$ cat config.mk
export PLATFORM = sky130hd
export DESIGN_NAME = eth_rx_mac
export DESIGN_NICKNAME = d
export VERILOG_FILES = /design/src/rtl/eth_rx_mac.sv
export SDC_FILE = /design/constraint.sdc
export NUM_CORES = 1
export LEC_CHECK = 0
export CORE_MARGIN = 2
export CORE_UTILIZATION = 55
export CTS_BUF_LIST = sky130_fd_sc_hd__clkbuf_8 sky130_fd_sc_hd__clkbuf_16
export DETAILED_ROUTE_END_ITERATION = 7
export GPL_ROUTABILITY_DRIVEN = 0
export PLACE_DENSITY = 0.86
export SLEW_MARGIN = 20
export SYNTH_ARGS = -nofsm -noshare
export SYNTH_HDL_FRONTEND = slang
export SYNTH_SLANG_ARGS = --single-unit
$ cat constraint.sdc
create_clock -name clk -period 5.85 [get_ports clk]
set_clock_uncertainty 0.15 [all_clocks]
set_input_delay 1.17 -clock clk [delete_from_list [all_inputs] [get_ports clk]]
set_output_delay 1.17 -clock clk [all_outputs]
set_load 0.02 [all_outputs]
$ cat src/rtl/eth_rx_mac.sv
// eth_rx_mac: receive MAC framer for the RGMII byte stream.
// Strips preamble/SFD, checks CRC-32 and frame length, delays the stream by
// four bytes so the FCS is never emitted, and keeps good/bad frame counters.
module eth_rx_mac #(
    parameter int MIN_LEN = 64,
    parameter int MAX_LEN = 1518,
    parameter int CNT_W   = 16
) (
    input  logic             clk,
    input  logic             rst,
    input  logic             rx_dv,
    input  logic             rx_er,
    input  logic [7:0]       rxd,
    output logic [7:0]       m_data,
    output logic             m_valid,
    output logic             m_last,
    output logic             m_err,
    output logic [CNT_W-1:0] ok_cnt,
    output logic [CNT_W-1:0] bad_cnt
);

    // Byte counter must hold MAX_LEN plus the overflow probe value.
    localparam int LW = $clog2(MAX_LEN + 2);
    localparam logic [LW-1:0] LEN_MIN  = LW'(MIN_LEN);
    localparam logic [LW-1:0] LEN_MAX  = LW'(MAX_LEN);
    localparam logic [LW-1:0] LEN_FOUR = LW'(4);
    localparam logic [LW-1:0] LEN_FIVE = LW'(5);

    localparam logic [31:0] CRC_RESIDUE = 32'hDEBB20E3;
    localparam logic [CNT_W-1:0] CNT_SAT = {CNT_W{1'b1}};

    localparam logic [1:0] S_IDLE = 2'd0;
    localparam logic [1:0] S_PRE  = 2'd1;
    localparam logic [1:0] S_PAY  = 2'd2;
    localparam logic [1:0] S_DROP = 2'd3;

    logic [1:0]       state_q, state_d;
    logic [LW-1:0]    cnt_q, cnt_d;
    logic [31:0]      crc_q, crc_d;
    logic [3:0][7:0]  dl_q, dl_d;
    logic [7:0]       pend_q, pend_d;
    logic             err_q, err_d;
    logic [7:0]       m_data_q, m_data_d;
    logic             m_valid_q, m_valid_d;
    logic             m_last_q, m_last_d;
    logic             m_err_q, m_err_d;
    logic [CNT_W-1:0] ok_q, ok_d;
    logic [CNT_W-1:0] bad_q, bad_d;

    logic err_line;
    logic frame_bad;

    // Reflected CRC-32 (poly 0x04C11DB7), one byte LSB-first, no final xor.
    function automatic logic [31:0] crc_byte(input logic [31:0] c, input logic [7:0] d);
        logic [31:0] r;
        r = c ^ {24'h0, d};
        for (int i = 0; i < 8; i++) begin
            r = r[0] ? ((r >> 1) ^ 32'hEDB88320) : (r >> 1);
        end
        return r;
    endfunction

    assign err_line = rx_dv & (rx_dv ^ rx_er);

    // Framing FSM, FCS delay line, output staging and frame counters.
    always_comb begin
        state_d   = state_q;
        cnt_d     = cnt_q;
        crc_d     = crc_q;
        dl_d      = dl_q;
        pend_d    = pend_q;
        err_d     = err_q;
        m_data_d  = m_data_q;
        m_valid_d = 1'b0;
        m_last_d  = 1'b0;
        m_err_d   = 1'b0;
        ok_d      = ok_q;
        bad_d     = bad_q;
        // Residue over data+FCS is constant when the FCS matches.
        frame_bad = (crc_q != CRC_RESIDUE) || (cnt_q < LEN_MIN) || err_q || (cnt_q < LEN_FIVE);

        case (state_q)
            S_IDLE: begin
                if (rx_dv) state_d = (rxd == 8'h55) ? S_PRE : S_DROP;
            end
            S_PRE: begin
                if (!rx_dv) begin
                    state_d = S_IDLE;
                end else if (err_line) begin
                    state_d = S_DROP;
                end else if (rxd == 8'hD5) begin
                    state_d = S_PAY;
                    crc_d   = 32'hFFFFFFFF;
                    cnt_d   = '0;
                    err_d   = 1'b0;
                end else if (rxd != 8'h55) begin
                    state_d = S_DROP;
                end
            end
            S_PAY: begin
                if (rx_dv) begin
                    if (cnt_q == LEN_MAX) begin
                        // One byte past the limit: close the frame as oversize.
                        if (cnt_q >= LEN_FIVE) begin
                            m_valid_d = 1'b1;
                            m_last_d  = 1'b1;
                            m_err_d   = 1'b1;
                            m_data_d  = pend_q;
                        end
                        if (bad_q != CNT_SAT) bad_d = bad_q + 1'b1;
                        state_d = S_DROP;
                    end else begin
                        crc_d = crc_byte(crc_q, rxd);
                        cnt_d = cnt_q + 1'b1;
                        dl_d  = {dl_q[2:0], rxd};
                        if (err_line) err_d = 1'b1;
                        // pend trails the line by five bytes; it is first
                        // loaded with the destination MAC's first byte.
                        if (cnt_q >= LEN_FOUR) pend_d = dl_q[3];
                        if (cnt_q >= LEN_FIVE) begin
                            m_valid_d = 1'b1;
                            m_data_d  = pend_q;
                        end
                    end
                end else begin
                    // End of frame: the four bytes left in the delay line are the FCS.
                    if (cnt_q >= LEN_FIVE) begin
                        m_valid_d = 1'b1;
                        m_last_d  = 1'b1;
                        m_err_d   = frame_bad;
                        m_data_d  = pend_q;
                    end
                    if (frame_bad) begin
                        if (bad_q != CNT_SAT) bad_d = bad_q + 1'b1;
                    end else begin
                        if (ok_q != CNT_SAT) ok_d = ok_q + 1'b1;
                    end
                    state_d = S_IDLE;
                end
            end
            default: begin
                if (!rx_dv) state_d = S_IDLE;
            end
        endcase
    end

    // State registers with asynchronous clear.
    always_ff @(posedge clk or posedge rst) begin
        if (rst) begin
            state_q   <= S_IDLE;
            cnt_q     <= '0;
            crc_q     <= '0;
            dl_q      <= '0;
            pend_q    <= '0;
            err_q     <= 1'b0;
            m_data_q  <= '0;
            m_valid_q <= 1'b0;
            m_last_q  <= 1'b0;
            m_err_q   <= 1'b0;
            ok_q      <= '0;
            bad_q     <= '0;
        end else begin
            state_q   <= state_d;
            cnt_q     <= cnt_d;
            crc_q     <= crc_d;
            dl_q      <= dl_d;
            pend_q    <= pend_d;
            err_q     <= err_d;
            m_data_q  <= m_data_d;
            m_valid_q <= m_valid_d;
            m_last_q  <= m_last_d;
            m_err_q   <= m_err_d;
            ok_q      <= ok_d;
            bad_q     <= bad_d;
        end
    end

    assign m_data  = m_data_q;
    assign m_valid = m_valid_q;
    assign m_last  = m_last_q;
    assign m_err   = m_err_q;
    assign ok_cnt  = ok_q;
    assign bad_cnt = bad_q;

endmodule

Yosys cells after proc, flatten, opt, wreduce, memory -nomap -nowiden
Index checks and enable logic that the tools add are counted.

word-level totals
  bits in registers = 129
  latch bits = 0
  bits in writable memories = 0
  memory bits (read-only) = 0
  bits of input ports = 12
  output and inout bits = 43
  word-level logic and storage cells = 119
  memories kept = 0

cells by class
  $add $sub $neg = 3
  multipliers = 0
  div/mod/pow operators = 0
  magnitude comparators = 4
  equality and inequality tests = 20
  shift-type cells = 0
  multiplexer cells = 49
  bitwise gates (word level) = 14
  reduce and logical (&&, ||, !) cells = 14

operators by type and width
  kind                                                                                   count
  32-bit two-way mux                                                                     13
  13-bit inverter with 14-bit output                                                     8
  16-bit two-way mux                                                                     4
  32-bit case mux with 2 select lines                                                    1
  11-bit two-way mux                                                                     5
  16-bit by 1-bit adder with 16-bit output (second input constant)                       2
  16-bit != test (second input constant)                                                 2
  32-bit != test (second input constant)                                                 1
  32-bit by 8-bit XOR with 32-bit output                                                 1
  11-bit by 3-bit greater-or-equal comparator with 1-bit output (second input constant)  2
  11-bit case mux with 2 select lines                                                    1
  2-bit two-way mux                                                                      9
  1-bit two-way mux                                                                      14
  2-bit != test (second input constant)                                                  7
  4-bit AND reduction                                                                    3
  11-bit by 1-bit adder with 11-bit output (second input constant)                       1
  11-bit == test (second input constant)                                                 1
  11-bit by 3-bit less-than comparator with 1-bit output (second input constant)         1
  11-bit by 7-bit less-than comparator with 1-bit output (second input constant)         1
  8-bit by 7-bit == test with 1-bit output (second input constant)                       1
  8-bit == test (second input constant)                                                  1
  8-bit by 7-bit != test with 1-bit output (second input constant)                       1
  7-bit AND reduction                                                                    1
  2-bit case mux with 3 select lines                                                     1
  16 further kinds                                                                       22

Longest topological paths before layout
Gate-level depths: netlist of the first run.

  word-level depth = 20
  mapped depth = 9

Worst setup path after synthesis of the first run
OpenSTA, ideal clock, no wires.

  path kind = input -> register
  from = input rx_dv
  to = register ok_q[1] (netlist: ok_cnt[1])
  arrival = 2.992 ns
  data required time = 5.572 ns
  path slack = 2.580 ns
  stages on the path = 5
  path buffers = 0
  path through = or4b_1 > or4_4 > or3_1 > nor3_2 > mux2_1

between the ends
  longest elaborated chain between the ends = 2

ends and longest elaborated chain
  element                               RTL line  RTL
  start, declared                       11        input logic rx_dv,
  1-bit inverter (no source line)       -
  4-bit AND reduction (no source line)  -
  end signal, assigned                  173       ok_q <= ok_d;
  end, declared                         47        logic [CNT_W-1:0] ok_q, ok_d;

No other way between the ends.
A chain may end at the register's enable or synchronous reset.

Final worst setup path of the first run
  from = input rxd[1]
  to = register crc_q[8]

between the ends
  longest elaborated chain between the ends = 12

ends and longest elaborated chain
  element                                 RTL line  RTL
  start, declared                         13        input logic [7:0] rxd,
  32-bit by 8-bit XOR with 32-bit output  56        r = c ^ {24'h0, d};
  32-bit two-way mux (8 in series)        58        r = r[0] ? ((r >> 1) ^ 32'hEDB88320) : (r >> 1);
  32-bit two-way mux                      102       if (cnt_q == LEN_MAX) begin
  32-bit two-way mux                      101       if (rx_dv) begin
  32-bit case mux with 2 select lines     82        case (state_q)
  end signal, assigned                    165       crc_q <= crc_d;
  end, declared                           39        logic [31:0] crc_q, crc_d;

Several ways; a longest one is shown, not always the timed one. The select of a mux whose other input is x is not followed.

==> summary.txt, run 1 <==
Route
  – Overall routed net length: 14.1 mm
  – DRT iter0 DRCs: 488
  – Post-route antenna net violation count: 0
  – Post-route DRC: 0
  – Wirelength per Cell: 18.1 um
  – Via count: 4623
  – Via/cell ratio: 5.90
  – First-pass DRT Iterations: 5

Power
  – Total chip power: 4180 uW
  – PwrDens: 552 mW/mm^2
  – Maximum VDD drop: 0.469 mV
  – LEAKAGE: 0.00328 uW

Clocking
  – Clk sinks: 129
  – Inserted Clock Buffers: 17
  – H-tree levels: 4
  – Post-CTS Resized: 0
  – CTS tree: done
  – Clock slew at reported path FFs: 60 ps
  – CTS Root Cell: clkbuf_16
  – Clock Path Buffers: 2
  – Clock latency at the later pin of the worst-skew pair: 420 ps
  – Cts hold-fix bufs: 0
  – Post-CTS Setup Bufs: 0

Critical path
  – Critical path type: in2reg
  – CP max FO: 22
  – Slowest-stage cell, CP: or4b_1
  – Crit end category: register
  – Crit path required time: 6020 ps
  – Crit path cell chain: clkdlybuf4s50_1, or4b_1, o31ai_4, and2_1, buf_16, nor2_1, a31oi_1
  – CP top delay family: simple AND/OR/NAND/NOR gates
  – Crit path largest cell delay: 640 ps
  – WP buf/inv: 2
  – CP Data Arrival Time: 3910 ps
  – Critical path launch point type: input pin

STA
  – RSZ-0062 raised after global routing: no
  – Setup TNS: 0 ps
  – Worst Tran Pin Value: 1070 ps
  – Max Clk Rate: 268 MHz
  – Post-layout minimum cycle time: 3740 ps
  – Worst slew margin: 28.1%
  – Setup Viol. Count Final: 0
  – Slew Viols, Final: 0
  – Final period util: 63.9%
  – Final hold slack: 318 ps
  – Post-route setup slack: 2110 ps
  – Final Hold Fails: 0

Flow run
  – Max-cap check violation count: 0

Final layout
  – Commonest non-fill, non-tap cell in the layout: dfrtp_1
  – Share of layout cells above drive strength 1: 9.95%
  – Fin nets: 647
  – Fin area: 0.00756 sq mm
  – Antenna diode count: 0
  – Fillers: 788
  – Area grow syn2layout: 21.5%
  – Commonest cells after routing, fill and taps aside: dfrtp_1, nand2_1, xnor2_1

Synthesis
  – Main flop type after synthesis: dfrtp_1
  – Post-Syn Nets: 586
  – Mapped Area: 0.00622 sq mm
  – Post-synth EDFFs: 0
  – Avg Inst Size Synth: 10.9 sq um
  – Synth warnings: 0
  – Cell variety after synth: 48
  – Cells after synthesis: 569
  – Register area share after synthesis: 51.9%
  – Post-synthesis register bit count: 129
  – Ys async rst share: 100%

Placement
  – Place WS: 1840 ps
  – Placed inst area: 0.00693 sq mm
  – IO Port Bufs: 54
  – Hpwl dp: 9.14 mm

Min path
  – Hold crit path type: reg2reg

Global routing
  – Grt ovf: 0
  – Largest net degree at the start of global routing: 61
  – Initial antenna violation count: 0
  – Vias in the first global route: 4665
  – First-pass GRT wire length: 23.6 mm
  – GRT Resource Usage Total: 25.7%

Floorplan
  – Die X: 110 um
  – I/O Pins: 55
  – Starting Density: 56.9%
  – Core area: 0.0109 sq mm
  – Row count: 38
  – Die footprint: 0.0122 sq mm
  – Die height: 110 um

Run status
  – Outcome: complete, no violations
-- kinds of logic after synthesis --
kind of cell    synth area share (%)
buf+inv                         1.87
fa+ha+maj                       1.01
flops                           51.9
xor+xnor                        15.4
mux                             4.70
compound gates                  6.09
simple gates                    19.1
-- worst min-delay path, delay by kind of cell (launching register included) --
family,cells,cell delay [ps]
simple gates,2,100
flops,1,340
-- layer usage --
metal / up-vias / track usage, % / wire (um)
met5: - / 0 / 0
met4: 0 / 9.46 / 342
met3: 49 / 6.23 / 878
met2: 204 / 42.4 / 6980
met1: 2277 / 32.9 / 5950
li1: 2093 / - / -
-- flip-flops by register name (all words and copies together) (netlist names) --
register,count
m_valid,1
bad_cnt,16
state_q,2
m_data,8
cnt_q,11
pend_q,8
ok_cnt,16
m_last,1
dl_q,32
err_q,1
crc_q,32
m_err,1
-- where the power goes --
part | total [uW] | switching, uW | internal (uW) | leakage (uW)
sequential | 1390 | 241 | 1150 | 0.00159
clock | 1130 | 414 | 718 | 0.000305
combinational | 1660 | 862 | 796 | 0.00139
-- metrics by stage --
stage / utilization, % / std cells
2_1_floorplan: - / 569
3_3_place_gp: 63.1 / 750
3_5_place_dp: 63.4 / 751
4_1_cts: 69.1 / 783
5_1_grt: 69.2 / 783
6_report: 69.2 / 783
-- final timing paths --
kind | start | to | slack (ps) | cells after the start
max in group asynchronous | rst | crc_q[19]$_DFFE_PP0P_ | 3460 | 3
worst max-delay path | rxd[1] | crc_q[8]$_DFFE_PP0P_ | 2110 | 7
worst min register to register | dl_q[2]$_DFFE_PP0P_ | dl_q[10]$_DFFE_PP0P_ | 320 | 2
worst min-delay path | dl_q[2]$_DFFE_PP0P_ | dl_q[10]$_DFFE_PP0P_ | 320 | 2
worst max register to register | state_q[0]$_DFFE_PP0P_ | dl_q[1]$_DFFE_PP0P_ | 2520 | 5
min in group asynchronous | rst | pend_q[4]$_DFFE_PP0P_ | 980 | 2
-- layout make-up --
class                   count  area, sq um  area share (%)
clock buffers              17          425            5.62
repair buffers             60          606            8.01
clock inverters            15          206            2.73
flip-flops and latches    129         3230            42.7
well taps                 140          175            2.32
multi-input cells         413         2890            38.2
inverters                   9         36.3           0.480
-- synth_stat cells (all sizes together), types with 2 or more instances --
library cell / number / area [sq um]
ha: 5 / 62.6
and4: 5 / 43.8
buf: 7 / 41.3
nor2b: 2 / 12.5
inv: 9 / 33.8
clkbuf: 11 / 41.3
or3: 6 / 42.5
and3: 6 / 37.5
xnor2: 57 / 499
o22a: 18 / 158
nor2: 34 / 130
nor4bb: 4 / 40.0
nand2b: 2 / 12.5
or4: 4 / 33.8
nor4b: 2 / 17.5
nand3: 20 / 100
o21ai: 4 / 20.0
dfrtp: 129 / 3230
o31ai: 3 / 50.1
a31oi: 3 / 18.8
or4b: 2 / 20.0
nor4: 7 / 68.8
nor3: 24 / 170
mux2: 26 / 293
a21oi: 15 / 75.1
and2: 4 / 25.0
xor2: 50 / 438
nand4: 14 / 87.6
nand2: 86 / 323
Note: power is estimated with default switching activity, not from simulation.
==> run 2, diff against run 1 <==
CORE_UTILIZATION = 52   (was 55)
PLACE_DENSITY = 0.85   (was 0.86)
clock period = 3.12 ns   (was 5.85 ns; I/O delays follow)
==> summary.txt, run 2 (synthesis results as in run 1) <==
Floorplan
  – Die height: 113 um (+2.7%)
  – Core area: 0.0116 sq mm (+5.8%)
  – Row count: 39 (+2.6%)
  – Starting Density: 53.8% (-3.1 points)
  – I/O Pins: 55 (unchanged)
  – Die X: 113 um (+2.7%)
  – Die footprint: 0.0129 sq mm (+5.6%)

Critical path
  – Worst r2r src: crc_q[15]$_DFFE_PP0P_
  – R2r setup slk: 380 ps (-2140 ps)
  – Crit path cell chain: clkdlybuf4s50_1, or4b_1, or4_4, or3_4, nor4_2, xor2_1
  – CP top delay family: simple AND/OR/NAND/NOR gates
  – Crit end category: register
  – Crit path to: ok_cnt[5]$_DFFE_PP0P_
  – Critical path type: in2reg
  – Critical path launch point type: input pin
  – Crit path required time: 3310 ps (-2710 ps)
  – CP Data Arrival Time: 3030 ps (-880 ps)
  – Crit path largest cell delay: 490 ps (-150 ps)
  – Worst reg2reg path depth: 5 (unchanged)
  – Slowest-stage cell, CP: or3_4
  – CP startpoint: rx_dv
  – CP max FO: 12 (-45%)
  – WP buf/inv: 1 (-1)
  – R2R Path End: ok_cnt[5]$_DFFE_PP0P_
  – WP depth: 6 (-1)

Run status
  – Outcome: complete, no violations

Clocking
  – Cts hold-fix bufs: 0 (unchanged)
  – Clk sinks: 129 (unchanged)
  – Clock latency at the later pin of the worst-skew pair: 420 ps (about the same)
  – CTS tree: done
  – H-tree levels: 4 (unchanged)
  – CTS Root Cell: clkbuf_16
  – Clock Path Buffers: 2 (unchanged)
  – Post-CTS Resized: 0 (unchanged)
  – Clock slew at reported path FFs: 60 ps (about the same)
  – Inserted Clock Buffers: 17 (unchanged)
  – Post-CTS Setup Bufs: 0 (unchanged)

STA
  – Slew Viols, Final: 0 (unchanged)
  – Setup Viol. Count Final: 0 (unchanged)
  – RSZ-0062 raised after global routing: no
  – Max Clk Rate: 352 MHz
  – Final hold slack: 318 ps (+0.728 ps)
  – Worst slew margin: 43.1% (+15 points)
  – Final Hold Fails: 0 (unchanged)
  – Final period util: 91.0%
  – Post-layout minimum cycle time: 2840 ps
  – Worst Tran Pin Value: 847 ps (-223 ps)

Global routing
  – Initial antenna violation count: 0 (unchanged)
  – Largest net degree at the start of global routing: 96 (+57%)
  – GRT Resource Usage Total: 22.6% (-3.1 points)
  – First-pass GRT wire length: 23.0 mm (-2.5%)
  – Vias in the first global route: 4653 (-0.26%)
  – Grt ovf: 0 (unchanged)

Flow run
  – Max-cap check violation count: 0 (unchanged)

Placement
  – Hpwl dp: 9.15 mm (about the same)
  – Placed inst area: 0.00712 sq mm (+2.7%)
  – IO Port Bufs: 54 (unchanged)
  – Placed cell count: 778 (+3.6%)

Final layout
  – Share of layout cells above drive strength 1: 12.7% (+2.8 points)
  – Commonest non-fill, non-tap cell in the layout: dfrtp_1
  – Antenna diode count: 0 (unchanged)
  – Commonest cells after routing, fill and taps aside: dfrtp_1, nand2_1, xnor2_1
  – Largest regs: crc_q x32, dl_q x32
  – Core Util, Final: 67.1% (-2.1 points)
  – Fillers: 825 (+4.7%)
  – Layout Cells excl Fill: 810 (+3.4%)
  – Fin area: 0.00776 sq mm (+2.6%)
  – Area grow syn2layout: 24.6%
  – Fin nets: 671 (+3.7%)

Power
  – Total chip power: 7920 uW (+90%)
  – PwrDens: 1020 mW/mm^2 (+85%)
  – LEAKAGE: 0.00341 uW (+3.7%)
  – Maximum VDD drop: 0.460 mV (-2.1%)

Route
  – DRT iter0 DRCs: 481 (-1.4%)
  – Overall routed net length: 13.8 mm (-2.6%)
  – First-pass DRT Iterations: 5 (unchanged)
  – Post-route DRC: 0 (unchanged)
  – Post-route antenna net violation count: 0 (unchanged)
  – Via/cell ratio: 5.80 (-1.7%)
  – Wirelength per Cell: 17.0 um (-5.9%)
  – Via count: 4700 (+1.7%)

Min path
  – Hold crit path type: reg2reg
  – Worst Hold Launch: dl_q[19]$_DFFE_PP0P_
## run 2: cell types whose count changed in the layout (fill, tap and decap cells not counted)
| cell | change |
|---|---|
| buf_4 | +23 |
| clkbuf_8 | +4 |
| inv_6 | -4 |
| clkinv_4 | -3 |
| buf_12 | +2 |
| clkinvlp_4 | +2 |
| inv_1 | +2 |
| buf_16 | -1 |
| inv_4 | -1 |
| o21ai_1 | +1 |
| o21ai_2 | -1 |
## run 2: layout make-up
type	instances	area, sq um	share of cell area [%]
repair buffers	84	791	10.2
inverters	9	37.5	0.484
flip-flops and latches	129	3230	41.6
clock inverters	11	160	2.06
well taps	143	179	2.31
multi-input cells	413	2880	37.2
clock buffers	21	480	6.19
## run 2: stage by stage
stage | setup slack [ps] | TNS [ps]
2_1_floorplan | 396 | 0
3_3_place_gp | -66.7 | -168
3_5_place_dp | -139 | -858
4_1_cts | 281 | 0
5_1_grt | 218 | 0
6_report | 280 | 0
## run 2: worst min-delay path by stage
stage	endpoint	depth (start not counted)	slack, ps
after detailed placement	dl_q[27]$_DFFE_PP0P_	2	310
after global placement	dl_q[15]$_DFFE_PP0P_	2	300
after CTS	dl_q[27]$_DFFE_PP0P_	2	320
final	dl_q[27]$_DFFE_PP0P_	2	320
after global routing	dl_q[27]$_DFFE_PP0P_	2	340
after floorplan	dl_q[10]$_DFFE_PP0P_	2	280
## run 2: worst reg2reg max path, stage by stage, from the launching register on
cell,delay (ps)
dfrtp_1,410
or4_1,540
or4_4,560
or3_4,490
nor4_2,330
xor2_1,190
## run 2: layer usage
metal / up-vias / routed length (um) / part of all wire (%) / global-route usage, %
met5: - / 0 / 0 / 0
met4: 0 / 422 / 3.1 / 11.2
met3: 39 / 615 / 4.5 / 4.14
met2: 172 / 6700 / 49 / 35.5
met1: 2347 / 6030 / 44 / 30.4
li1: 2142 / - / - / -
## run 2: where the power goes
group / switching, uW / internal, uW
sequential: 432 / 2150
clock: 719 / 1410
combinational: 1580 / 1630
total: 2730 / 5190
